**src/rtl/pt_write_port.sv**
```systemverilog
`default_nettype none
// ============================================================================
// Module   : pt_write_port
// Purpose  : Write-side responder for the projective-transform pixel stream.
//            Buffers pixel writes in a small FIFO and issues packed ZBT SRAM
//            word writes through a request/grant port. Frames are double
//            buffered: writes target one bank while the display reader scans
//            the other; banks swap after a frame_flag once the FIFO drains.
// Ports    : clk, reset (async, active high)
//            frame_flag              - new-frame pulse, requests bank swap
//            pt_pixel_write/pt_x/pt_y/pt_wr - pixel write from producer
//            ptflag                  - producer may issue writes
//            mem_req/mem_grant       - SRAM arbiter handshake
//            mem_addr/mem_data/mem_bwe - head-of-FIFO SRAM write word
//            display_bank            - bank scanned by the display reader
//            drop_count              - clipped-pixel counter
// Options  : PT_CLIP_EN - drop pixels outside 640x480 and count them
// Revision : 1.0 - initial release
// ============================================================================
module pt_write_port #(
    parameter int DEPTH = 8
) (
    input  logic        clk,
    input  logic        reset,
    input  logic        frame_flag,
    input  logic [17:0] pt_pixel_write,
    input  logic [9:0]  pt_x,
    input  logic [8:0]  pt_y,
    input  logic        pt_wr,
    output logic        ptflag,
    output logic        mem_req,
    input  logic        mem_grant,
    output logic [18:0] mem_addr,
    output logic [35:0] mem_data,
    output logic [3:0]  mem_bwe,
    output logic        display_bank,
    output logic [15:0] drop_count
);

    localparam int             c_AW      = $clog2(DEPTH);
    localparam logic [c_AW:0]  c_FULL    = (c_AW+1)'(DEPTH);
    localparam logic [c_AW:0]  c_HIGH_WM = (c_AW+1)'(DEPTH - 2);

    typedef enum logic [1:0] {
        ST_RUN   = 2'd0,
        ST_DRAIN = 2'd1,
        ST_SWAP  = 2'd2
    } state_t;

    state_t            r_state;
    state_t            w_state_nxt;
    logic [c_AW:0]     r_count;
    logic [c_AW:0]     w_count_nxt;
    logic [c_AW-1:0]   r_wr_ptr;
    logic [c_AW-1:0]   r_rd_ptr;
    logic              r_bank;
    logic              r_ptflag;
    logic [40:0]       r_fifo [DEPTH];

    logic              w_in_range;
    logic              w_accept_state;
    logic              w_push_req;
    logic              w_push;
    logic              w_pop;
    logic              w_empty;
    logic              w_full;
    logic [18:0]       w_addr;
    logic [3:0]        w_bwe;
    logic [40:0]       w_head;

`ifdef PT_CLIP_EN
    assign w_in_range = (pt_x < 10'd640) && (pt_y < 9'd480);
`else
    assign w_in_range = 1'b1;
`endif

    assign w_accept_state = (r_state != ST_SWAP);
    assign w_push_req     = pt_wr && w_accept_state && w_in_range;
    assign w_empty        = (r_count == '0);
    assign w_full         = (r_count == c_FULL);
    assign w_pop          = !w_empty && mem_grant;
    // A full FIFO can still take a write if the head leaves this cycle.
    assign w_push         = w_push_req && (!w_full || w_pop);

    // Address is bound to the write bank at push time so entries queued
    // before a swap still land in the old bank.
    assign w_addr = {r_bank, pt_y, pt_x[9:1]};
    assign w_bwe  = pt_x[0] ? 4'b1100 : 4'b0011;

    always_comb begin
        w_count_nxt = r_count;
        case ({w_push, w_pop})
            2'b10:   w_count_nxt = r_count + 1'b1;
            2'b01:   w_count_nxt = r_count - 1'b1;
            default: w_count_nxt = r_count;
        endcase
    end

    always_comb begin
        w_state_nxt = r_state;
        case (r_state)
            ST_RUN:   if (frame_flag) w_state_nxt = ST_DRAIN;
            ST_DRAIN: if (w_empty && !w_push) w_state_nxt = ST_SWAP;
            ST_SWAP:  w_state_nxt = ST_RUN;
            default:  w_state_nxt = ST_RUN;
        endcase
    end

    always_ff @(posedge clk or posedge reset) begin
        if (reset) begin
            r_state  <= ST_RUN;
            r_count  <= '0;
            r_wr_ptr <= '0;
            r_rd_ptr <= '0;
            r_bank   <= 1'b0;
            r_ptflag <= 1'b0;
        end else begin
            r_state  <= w_state_nxt;
            r_count  <= w_count_nxt;
            if (w_push) r_wr_ptr <= r_wr_ptr + 1'b1;
            if (w_pop)  r_rd_ptr <= r_rd_ptr + 1'b1;
            if (r_state == ST_SWAP) r_bank <= ~r_bank;
            // Headroom of two entries covers the producer's one-cycle
            // reaction to ptflag falling.
            r_ptflag <= (w_count_nxt <= c_HIGH_WM) && (w_state_nxt == ST_RUN);
        end
    end

    // Storage needs no reset: outputs are gated by the empty flag.
    always_ff @(posedge clk) begin
        if (w_push) r_fifo[r_wr_ptr] <= {w_addr, w_bwe, pt_pixel_write};
    end

    assign w_head       = r_fifo[r_rd_ptr];
    assign mem_req      = !w_empty;
    assign mem_addr     = w_empty ? 19'd0 : w_head[40:22];
    assign mem_bwe      = w_empty ? 4'd0  : w_head[21:18];
    assign mem_data     = w_empty ? 36'd0 : {w_head[17:0], w_head[17:0]};
    assign ptflag       = r_ptflag;
    assign display_bank = ~r_bank;

`ifdef PT_CLIP_EN
    logic [15:0] r_drop_count;

    always_ff @(posedge clk or posedge reset) begin
        if (reset) begin
            r_drop_count <= 16'd0;
        end else if (r_state == ST_SWAP) begin
            r_drop_count <= 16'd0;
        end else if (pt_wr && !w_in_range && (r_drop_count != 16'hFFFF)) begin
            r_drop_count <= r_drop_count + 16'd1;
        end
    end

    assign drop_count = r_drop_count;
`else
    assign drop_count = 16'd0;
`endif

endmodule
`default_nettype wire

```
**config.mk**
```make
export PLATFORM = sky130hd
export DESIGN_NAME = pt_write_port
export DESIGN_NICKNAME = d
export VERILOG_FILES = /design/src/rtl/pt_write_port.sv
export SDC_FILE = /design/constraint.sdc
export NUM_CORES = 1
export LEC_CHECK = 0
export ABC_AREA = 1
export CAP_MARGIN = 20
export CELL_PAD_IN_SITES_DETAIL_PLACEMENT = 0
export CELL_PAD_IN_SITES_GLOBAL_PLACEMENT = 1
export CORE_ASPECT_RATIO = 1.4
export CORE_MARGIN = 2
export CORE_UTILIZATION = 51
export DETAILED_ROUTE_END_ITERATION = 12
export PLACE_DENSITY = 0.89
export SLEW_MARGIN = 20
export SYNTH_ARGS = -nofsm -noshare
export SYNTH_HDL_FRONTEND = slang
export SYNTH_SLANG_ARGS = --single-unit
export TNS_END_PERCENT = 30
```
**constraint.sdc**
```tcl
create_clock -name clk -period 5.8 [get_ports clk]
set_input_delay 0.87 -clock clk [delete_from_list [all_inputs] [get_ports clk]]
set_output_delay 0.87 -clock clk [all_outputs]
set_load 0.05 [all_outputs]
```
==> flow_summary.toml <==
[logic_synthesis]
synth.area.mux_share_pct = 3.033
synth_simple_gate_area_share_pct = 8.344
ys.warnings.count = 0
synth_top_family_by_area = "compound AO/OA/AOI/OAI gates"
netlist_instances = 1014
synth_cell_types = 29
synth-seq-cells = 326
postSynthAreaPerCell_um2 = 13.06
synth-edff-count = 312
ys_seq_area_share_pct = 73.40
synth-compound-area-share_pct = 9.411
synthesis.area_um2 = 13240
ys.flop_type = "edfxtp_1"
async_flop_share_pct = 4.294
synth-xor-area-share_pct = 0.3307
synthAdderAreaFrac_pct = 0.4725

[final_layout]
antennaDiodeCount = 0
syn2layout_area_growth_pct = 16.29
drive_above_1_share_pct = 7.394
nNetsFinal = 1133

[placed_design]
io_buffers = 103
place.gp.congestion = 0.7501
dpl_worst_slack_ns = 1.676
dp_hpwl_um = 14790

[worst_setup_path]
cp-startpoint = "r_rd_ptr[0]"
timing.rr.end = "r_fifo[4][0]"
regToRegSetupSlack_ns = 2.98
critPathMaxFanout = 79
crit_required_ns = 4.93
regToRegStartpoint = "r_state[1]"
cp.arrival_ns = 3.79
end_kind = "primary output"
crit_type = "reg -> out"
r2r_cells = 7
cp-start-kind = "flip-flop"

[drt]
wl_per_cell_um = 19.00
wl_um = 27130
drt_iter0_markers = 708
viasPerCell = 5.569
ant_nets = 0
vias = 7952
first_pass_iters = 11
drc = 9

[clocking]
cts_buffer_depth = 3
cts_max_level = 1
clkTransAtPathRegs_ns = 0.06
clockRootBuffer = "clkbuf_16"
cts_resized = 0
clock-sinks = 326
cts_buffers = 29
ctsHoldBuffers = 0
postCtsSetupBuffers = 0
worstSkewPairLatency_ns = 0.54
cts_tree = "built"

[worst_hold_path]
min_path_cells = 2
min_path_type = "reg -> reg"
min_to = "r_count[3]"
worstHoldStart = "r_count[3]"

[global_route]
grt_overflow = 0
grt_pass1_vias = 7782
antenna_found_initial = 0
grt_pass1_wl_um = 41720
grt_max_degree = 80
grt_util_all_layers_pct = 19.49

[sta]
setup_viol = 0
slew_viol_final = 0
tns_ns = 0
hold_viol = 0
rsz0062_at_grt = "no"
period_needed_ns = 4.664
fin_crit_sh_pct = 80.42
fmax_mhz = 214.4
layout_setup_ws_ns = 1.136
worst_pin_slew_ns = 1.046
finClkSkew_ns = 0.008786
slew_headroom_pct = 30.09

[job]
drv_cap = 0

[run_status]
violations = "DRC"
status = "finished, violations left"

[floorplanning]
initial_core_util_pct = 51.99
io_pins = 120
rows = 69
die_height_um = 194.7
core-area_um2 = 25470
die_area_um2 = 27290
fp.dieW_um = 140.2
-- per-stage QoR --
stage / instances / utilization [%] / hold slack, ns / area [µm²]
final: 1428 / 60.46 / 0.5220 / 15400
after global routing: 1428 / 60.46 / 0.5699 / 15400
after CTS: 1427 / 60.38 / 0.5281 / 15380
after detailed placement: 1373 / 56.28 / 0.5114 / 14330
after global placement: 1373 / 56.28 / 0.5012 / 14330
after floorplan: 1029 / - / 0.4829 / 13300
-- layout by cell type, fill, tap and decap left out, drive strengths merged --
cell type	netlist	layout
nand2	19	19
bufinv	0	7
a21oi	2	2
nor3b	1	1
clkinv	0	11
nand3	8	8
buf	63	17
or2	3	3
ha	5	5
conb	1	16
o22ai	39	39
clkinvlp	0	1
mux2	1	1
nand4	3	3
nor2	251	251
xor2	5	5
clkbuf	31	33
clkdlybuf4s50	0	103
o21ai	197	197
dfrtp	14	14
mux2i	39	39
inv	18	20
and2	1	1
a31oi	1	1
edfxtp	312	312
-- per-layer routing --
layer	global-route usage, %	share of wire, %	routed length (µm)
met4	5.874	1.8	482
met5	0	0	0
met1	24.07	40	10740
met3	2.710	5.6	1512
met2	35.53	53	14390
-- kinds of logic (layout without fill, tap and decap cells) --
| logic type | count (synthesis) | after routing |
|---|---|---|
| compound gates | 239 | 239 |
| xor+xnor | 5 | 5 |
| fa+ha+maj | 5 | 5 |
| buf+inv | 112 | 192 |
| flops | 326 | 326 |
| mux | 40 | 40 |
| other cells | 1 | 16 |
| simple gates | 286 | 286 |
-- worst max path at each step --
stage / to / slack, ns / depth (start not counted)
after detailed placement: mem_data[35] / 1.68 / 7
after floorplan: r_fifo[0][0] / 2.15 / 5
after CTS: mem_data[8] / 1.05 / 7
final: mem_data[8] / 1.14 / 7
after global routing: mem_data[35] / 0.92 / 7
after global placement: mem_data[17] / 1.69 / 7
-- cell usage after synthesis, types with 2 or more instances --
library cell	n	area share (%)
a21oi_1	2	0.076
buf_1	6	0.17
buf_12	3	0.45
buf_2	10	0.38
buf_4	42	2.4
clkbuf_1	30	0.85
dfrtp_1	14	2.6
edfxtp_1	312	71
ha_1	5	0.47
inv_1	17	0.48
mux2i_1	39	2.9
nand2_1	19	0.54
nand3_1	8	0.30
nand4_1	3	0.14
nor2_1	251	7.1
o21ai_0	160	6.0
o21ai_1	37	1.4
o22ai_1	39	1.8
or2_2	3	0.14
xor2_1	5	0.33
-- critical path, stage by stage (launching register included) --
cell             delay (ns)
dfrtp_4                0.71
inv_4                  0.69
buf_4                  0.35
o21ai_0                0.15
o21ai_1                0.15
o21ai_1                0.10
nor2_1                 0.19
clkdlybuf4s50_1        0.83
-- final cells by class --
| type | instances | area [µm²] |
|---|---|---|
| clock buffers | 33 | 740.7 |
| clock inverters | 21 | 305.3 |
| flip-flops and latches | 326 | 9728 |
| inverters | 18 | 70.07 |
| multi-input cells | 591 | 2984 |
| well taps | 319 | 399.1 |
| repair buffers | 120 | 1171 |
| fillers | 1865 | 10070 |
-- flip-flops by register name (all words and copies together) (netlist names) --
| register | flops |
|---|---|
| r_bank | 1 |
| r_count | 4 |
| r_wr_ptr | 3 |
| r_fifo | 312 |
| r_state | 2 |
| ptflag | 1 |
| r_rd_ptr | 3 |
Power is left out: the tool's default activity adds up to more than one toggle a clock period on the data nets, which glitch-free logic cannot reach.
